<file path="config.mk">
export PLATFORM = sky130hd
export DESIGN_NAME = prog_loader
export DESIGN_NICKNAME = d
export VERILOG_FILES = /design/src/rtl/prog_loader.sv
export SDC_FILE = /design/constraint.sdc
export NUM_CORES = 1
export LEC_CHECK = 0
export CORE_MARGIN = 8
export CORE_UTILIZATION = 46
export CTS_BUF_LIST = sky130_fd_sc_hd__clkbuf_8
export CTS_CLUSTER_SIZE = 14
export DETAILED_ROUTE_END_ITERATION = 12
export HOLD_SLACK_MARGIN = 0.15
export PLACE_DENSITY = 0.76
export REMOVE_ABC_BUFFERS = 1
export SETUP_SLACK_MARGIN = 0.3
export SKIP_LAST_GASP = 1
export SLEW_MARGIN = 20
export SYNTH_ARGS = -nofsm -noshare
export SYNTH_HDL_FRONTEND = slang
export SYNTH_SLANG_ARGS = --single-unit
</file>
<file path="constraint.sdc">
create_clock -name clk -period 2 [get_ports clk]
set_clock_uncertainty 0.2 [all_clocks]
set_input_delay 0.3 -clock clk [delete_from_list [all_inputs] [get_ports clk]]
set_output_delay 0.3 -clock clk [all_outputs]
set_load 0.05 [all_outputs]
</file>
<file path="src/rtl/prog_loader.sv">
// Byte-stream program loader: assembles framed bytes into 16-bit words, writes them to program memory, and holds the core in reset until a complete image is loaded.
// Optional trailing checksum byte enabled by defining PROG_LOADER_CSUM_EN.
module prog_loader #(
    parameter int          ADDR_WIDTH = 4,
    parameter logic [7:0]  SYNC_BYTE  = 8'hA5
) (
    input  logic                  clk,
    input  logic                  reset,
    input  logic [7:0]            rx_data,
    input  logic                  rx_valid,
    output logic                  rx_ready,
    output logic                  pm_we,
    output logic [ADDR_WIDTH-1:0] pm_addr,
    output logic [15:0]           pm_wdata,
    output logic                  core_hold,
    output logic                  busy,
    output logic                  error,
    output logic [ADDR_WIDTH:0]   words_loaded
);

    localparam int DEPTH = 1 << ADDR_WIDTH;

`ifdef PROG_LOADER_CSUM_EN
    typedef enum logic [2:0] {IDLE, COUNT, LO, HI, WRITE, DONE, ERROR, CSUM} state_t;
`else
    typedef enum logic [2:0] {IDLE, COUNT, LO, HI, WRITE, DONE, ERROR} state_t;
`endif

    state_t              state;
    state_t              state_next;
    logic [ADDR_WIDTH:0] n_words;
    logic                take;
    logic                is_sync;
    logic                count_ok;
    logic                last_word;

    assign take      = rx_valid && rx_ready;
    assign is_sync   = (rx_data == SYNC_BYTE);
    assign count_ok  = (rx_data != 8'h00) && (int'(rx_data) <= DEPTH);
    assign last_word = ((words_loaded + (ADDR_WIDTH+1)'(1)) == n_words);

`ifdef PROG_LOADER_CSUM_EN
    logic [7:0] sum;
    logic       sum_ok;
    assign sum_ok = ((sum + rx_data) == 8'h00);
`endif

    always_comb begin
        state_next = state;
        case (state)
            IDLE:    if (take && is_sync) state_next = COUNT;
            COUNT:   if (take) state_next = count_ok ? LO : ERROR;
            LO:      if (take) state_next = HI;
            HI:      if (take) state_next = WRITE;
`ifdef PROG_LOADER_CSUM_EN
            WRITE:   state_next = last_word ? CSUM : LO;
            CSUM:    if (take) state_next = sum_ok ? DONE : ERROR;
`else
            WRITE:   state_next = last_word ? DONE : LO;
`endif
            DONE:    if (take && is_sync) state_next = COUNT;
            ERROR:   state_next = IDLE;
            default: state_next = IDLE;
        endcase
    end

    // Handshake and status outputs are registered from the next state so they line up with it.
    always_ff @(posedge clk) begin
        if (reset) begin
            state        <= IDLE;
            core_hold    <= 1'b1;
            rx_ready     <= 1'b1;
            pm_we        <= 1'b0;
            pm_addr      <= '0;
            pm_wdata     <= '0;
            busy         <= 1'b0;
            error        <= 1'b0;
            words_loaded <= '0;
            n_words      <= '0;
`ifdef PROG_LOADER_CSUM_EN
            sum          <= '0;
`endif
        end else begin
            state    <= state_next;
            rx_ready <= (state_next != WRITE) && (state_next != ERROR);
            busy     <= (state_next != IDLE) && (state_next != DONE);
            pm_we    <= (state_next == WRITE);
            case (state)
                IDLE, DONE: begin
                    if (take && is_sync) begin
                        error        <= 1'b0;
                        words_loaded <= '0;
                        core_hold    <= 1'b1;
                    end else if (state == DONE) begin
                        core_hold <= 1'b0;
                    end
                end
                COUNT: begin
                    if (take) begin
                        if (count_ok) begin
                            n_words <= (ADDR_WIDTH+1)'(rx_data);
                            pm_addr <= '0;
`ifdef PROG_LOADER_CSUM_EN
                            sum     <= rx_data;
`endif
                        end else begin
                            error <= 1'b1;
                        end
                    end
                end
                LO: begin
                    if (take) begin
                        pm_wdata[7:0] <= rx_data;
`ifdef PROG_LOADER_CSUM_EN
                        sum           <= sum + rx_data;
`endif
                    end
                end
                HI: begin
                    if (take) begin
                        pm_wdata[15:8] <= rx_data;
`ifdef PROG_LOADER_CSUM_EN
                        sum            <= sum + rx_data;
`endif
                    end
                end
                WRITE: begin
                    words_loaded <= words_loaded + (ADDR_WIDTH+1)'(1);
                    pm_addr      <= pm_addr + ADDR_WIDTH'(1);
                end
`ifdef PROG_LOADER_CSUM_EN
                CSUM: begin
                    if (take && !sum_ok) error <= 1'b1;
                end
`endif
                default: core_hold <= 1'b1;
            endcase
        end
    end

endmodule

</file>
# Word-level counts from Yosys, hierarchy flattened
# Index checks and enable logic that the tools add are counted.
# op_classes
addsub	2
n_lt_le_gt_ge	1
n_eq_ne	16
mux	19
bitwise	1
reduce_logical	20
# ops
op	n
2-to-1 mux 3 bit	6
one-hot mux 3 bit (5 select lines)	1
one-hot mux 5 bit (2 select lines)	1
equality test 3 bit (second input constant)	3
!= test 3 bit (second input constant)	3
equality test 8 bit (second input constant)	1
<= comparator 8 x 5 -> 1 bit (second input constant)	1
2-to-1 mux 4 bit	2
one-hot mux 4 bit (2 select lines)	1
AND reduction 2 bit	4
nonzero test 8 bit	1
equality test 3 x 2 -> 1 bit (second input constant)	2
!= test 2 bit (second input constant)	3
AND reduction 3 bit	2
nonzero test 2 bit	3
adder 5 x 1 -> 5 bit (second input constant)	1
equality test 5 bit	1
logical AND 1 bit	5
2-to-1 mux 1 bit	5
2-to-1 mux 5 bit	1
adder 4 x 1 -> 4 bit (second input constant)	1
one-hot mux 1 bit (2 select lines)	2
AND reduction 4 bit	1
OR reduction 4 bit	1
other kinds (7)	7
# word_totals
register_bits	38
in_bits	11
out_inout_bits	30
elab_cells	70

# Longest topological paths before layout
# logic_depth
depth_word	7
depth_mapped	7
mapped_depth_nobuf	6

# Worst setup path before layout
# No wires, ideal clock.
# synth_timing
path_type	register -> register
startpoint	register words_loaded[0]
endpoint	register state[1]
setup_ns	0.116
arrival_time_ns	1.996
required_time_ns	1.684
path_slack_ns	-0.311
stages_incl_launch_ff	7
n_path_buf	0
period_less_slack_ns	2.311
path_cell_list	dfxtp_1 > ha_1 > xor2_1 > a211oi_1 > o211ai_1 > a211o_1 > and3_1
# synth_via
elab_chain_len	4
# synth_lines
element	line	text
start: declaration	18	output logic [ADDR_WIDTH:0] words_loaded
start signal: assignment	128	words_loaded <= words_loaded + (ADDR_WIDTH+1)'(1);
adder 5 x 1 -> 5 bit	40	assign last_word = ((words_loaded + (ADDR_WIDTH+1)'(1)) == n_words);
equality test 5 bit	40	
2-to-1 mux 3 bit	59	WRITE: state_next = last_word ? DONE : LO;
one-hot mux 3 bit (5 select lines)	50	case (state)
end signal: assignment	84	state <= state_next;
end: declaration	29	state_t state;
# No other way between the ends.
# A chain may end at the register's enable or synchronous reset.

# Worst setup path after layout
# layout_timing
startpoint	register words_loaded[1]
endpoint	register state[1]
# Same word-level chain as after synthesis.

==> metrics.yaml <==
worst_setup_path:
  critical-path-max-stage-delay_ps: 340
  reg2reg_slack_ps: 140
  critPathLaunchType: "flop"
  r2r-end: "state[1]"
  reg2reg_depth: 6
  worst-setup-path-type: "flop to flop"
  critPathCaptureType: "flop"
  crit_arrival_ps: 1850
  worstPathCellList: "ha_4 -> xor2_1 -> a211oi_1 -> o211ai_1 -> a211o_1 -> and3_1"
  crit_required_ps: 2000
  slowest_stage: "dfxtp_2"
  crit_fanout: 3
  cp_top_family: "compound AO/OA/AOI/OAI gates"
  rr_startpoint: "words_loaded[1]"
  path_buf_inv: 0
finish:
  syn_to_final_growth_pct: 47.9
  nFillCells: 293
  finalNetCount: 281
  layout-drive-gt1-share: 0.353
  antennaDiodeCount: 0
  final_cells: 317
  final_util: 0.703
placed_design:
  gp_congestion: 0.824
  port_buffers: 40
  dp.cells: 306
  dp_hpwl_um: 3300
clock_network:
  clk_path_buf_depth: 2
  clock_sinks: 38
  cts-root-buf: "clkbuf_8"
  cts_buffers: 5
  insertion_delay_ps: 300
  htreeDepth: 2
  cts.clk_slew.worst_paths_ps: 80
  tritoncts: "built"
yosys:
  post_synth.cell_area_avg_sq_um: 8.82
  synth.distinct_cells: 44
  ys_seq_elements: 38
  synth_edf_count: 0
  post_synth_inst_count: 196
  async_flop_share: 0
  ys_warn_count: 0
  syn_area_sq_mm: 0.00173
  synthFlopType: "dfxtp_1"
  seq_area_frac_synth: 0.440
routing:
  drtPass1Iterations: 4
  drtIter0Drc: 169
  postRouteAntennaNets: 0
  wl_per_cell_um: 14.7
  route.detailed.drc: 0
  via_count: 1718
  viasPerCell: 5.42
  wirelength_um: 4650
floorplan:
  die_area_sq_mm: 0.00597
  core_area_sq_mm: 0.00363
  dieWidth_um: 77.3
  core.rowCount: 22
  start_util: 0.476
  die_h_um: 77.3
  pin_count: 41
outcome:
  status: "complete, no violations"
sta:
  tns_ps: 0
  fmax_ghz: 0.539
  fin_hold_ws_ps: 199
  relSlewSlack: 0.669
  finalSetupViolations: 0
  final_hold_viol_count: 0
  rsz0062_at_grt: "true"
  tightest_slew_ps: 498
  final_max_slew_viol_count: 0
  min_period_ps: 1860
  final.period_utilization: 0.928
global_routing:
  grt_max_degree: 34
  grt_pass1_wl_um: 7910
  grt-ovfl-total: 0
  grt_pass1_vias: 1711
  track_usage: 0.157
  antenna_found_initial: 0
power:
  p_per_area_mw_per_mm2: 650
  p_leak_nw: 1.06
  irDropWorstVdd_uv: 483
min_path:
  hp-start: "rx_data[0]"
  hp-class: "input port to flop"
  holdPathEnd: "pm_wdata[0]"
  hold_depth: 4
run:
  max_cap_violations: 0
==> sequential cells by signal (all words and copies together) (netlist names) <==
signal / cells
rx_ready: 1
pm_wdata: 16
error: 1
pm_addr: 4
pm_we: 1
n_words: 5
words_loaded: 5
busy: 1
state: 3
core_hold: 1
==> worst min-delay path, stage by stage <==
cell and delay (ps):
buf_2 110, buf_4 120, mux2i_1 60, nor2_1 70
==> cells in the final DEF, fill, tap and decap left out, drive strengths merged, types with 2 or more instances in the layout <==
cell            n
nand2b          2
nor2           20
ha              2
clkdlybuf4s15   2
dfxtp          38
nand3          14
a21oi          18
dlygate4sd2     8
buf            58
xor2            3
a211oi          2
o21a            2
mux2i          13
nand2          22
a31oi           2
a311oi          3
nor4            4
clkbuf         10
nand4           3
xnor2           4
a211o           2
inv             4
nor3            4
o21ai           7
==> stage by stage <==
stage	power (mW)	instance area, sq um	setup slack (ps)
2_1_floorplan	0.954	1690	-314
3_3_place_gp	1.10	2360	-334
3_5_place_dp	1.10	2360	-362
4_1_cts	1.65	2510	140
5_1_grt	1.73	2550	69.9
6_report	1.66	2550	144
==> report_power, final <==
group / switching (mW) / total [mW] / internal (mW)
combinational: 0.181 / 0.308 / 0.127
clock: 0.282 / 0.559 / 0.277
sequential: 0.0179 / 0.796 / 0.778
==> worst max-delay path by stage <==
stage,depth (start not counted),end,start
global route,6,state[1],words_loaded[1]
global placement,6,pm_we,rx_data[2]
detailed placement,6,pm_we,rx_data[2]
floorplan,6,state[1],words_loaded[0]
finish,6,state[1],words_loaded[1]
CTS,6,state[1],words_loaded[1]
==> layer usage <==
metal,wire length [um],up-vias,share of wire,GRT usage
li1,-,854,-,-
met1,2100,803,0.45,0.180
met2,2140,52,0.46,0.254
met3,317,9,0.068,0.0711
met4,89,0,0.019,0.0491
met5,0,-,0,0
==> cell families after synthesis <==
kind of cell | count (synthesis) | synth area share
AO/OA/AOI/OAI | 44 | 0.165
XOR/XNOR | 7 | 0.0355
adder cells (fa/ha/maj) | 2 | 0.0145
buffers and inverters | 13 | 0.0311
flip-flops | 38 | 0.440
multiplexers | 14 | 0.0818
AND/OR/NAND/NOR | 78 | 0.232
==> Yosys cell counts, drive strengths merged, types with 2 or more instances <==
master | n | area, sq um
dfxtp | 38 | 761
nand2 | 22 | 82.6
nor2 | 20 | 75.1
a21oi | 18 | 90.1
nand3 | 14 | 75.1
mux2i | 13 | 130
o21ai | 7 | 35.0
clkbuf | 5 | 18.8
buf | 4 | 20.0
inv | 4 | 15.0
nor3 | 4 | 20.0
nor4 | 4 | 46.3
xnor2 | 4 | 35.0
a311oi | 3 | 26.3
nand4 | 3 | 18.8
xor2 | 3 | 26.3
a211o | 2 | 17.5
a211oi | 2 | 15.0
a31oi | 2 | 12.5
ha | 2 | 25.0
nand2b | 2 | 12.5
o21a | 2 | 15.0
==> timing repair <==
item | in CTS | in global routing
setup endpoints to repair | 36 | 29
hold endpoints to repair | 0 | 1
hold buffers | 0 | 1
buffers inserted | 1 | 1
pin swaps | 11 | 14
gates resized for setup | 32 | 22
==> area by class of cell <==
cell class,instances,area (sq um),share of cell area
well taps,48,60.1,0.0235
multi-input cells,145,1010,0.396
inverters,4,15.0,0.00588
flip-flops and latches,38,768,0.301
repair buffers,74,604,0.237
clock inverters,2,12.5,0.00490
clock buffers,6,82.6,0.0323
Power figures use the tool's default switching activity.
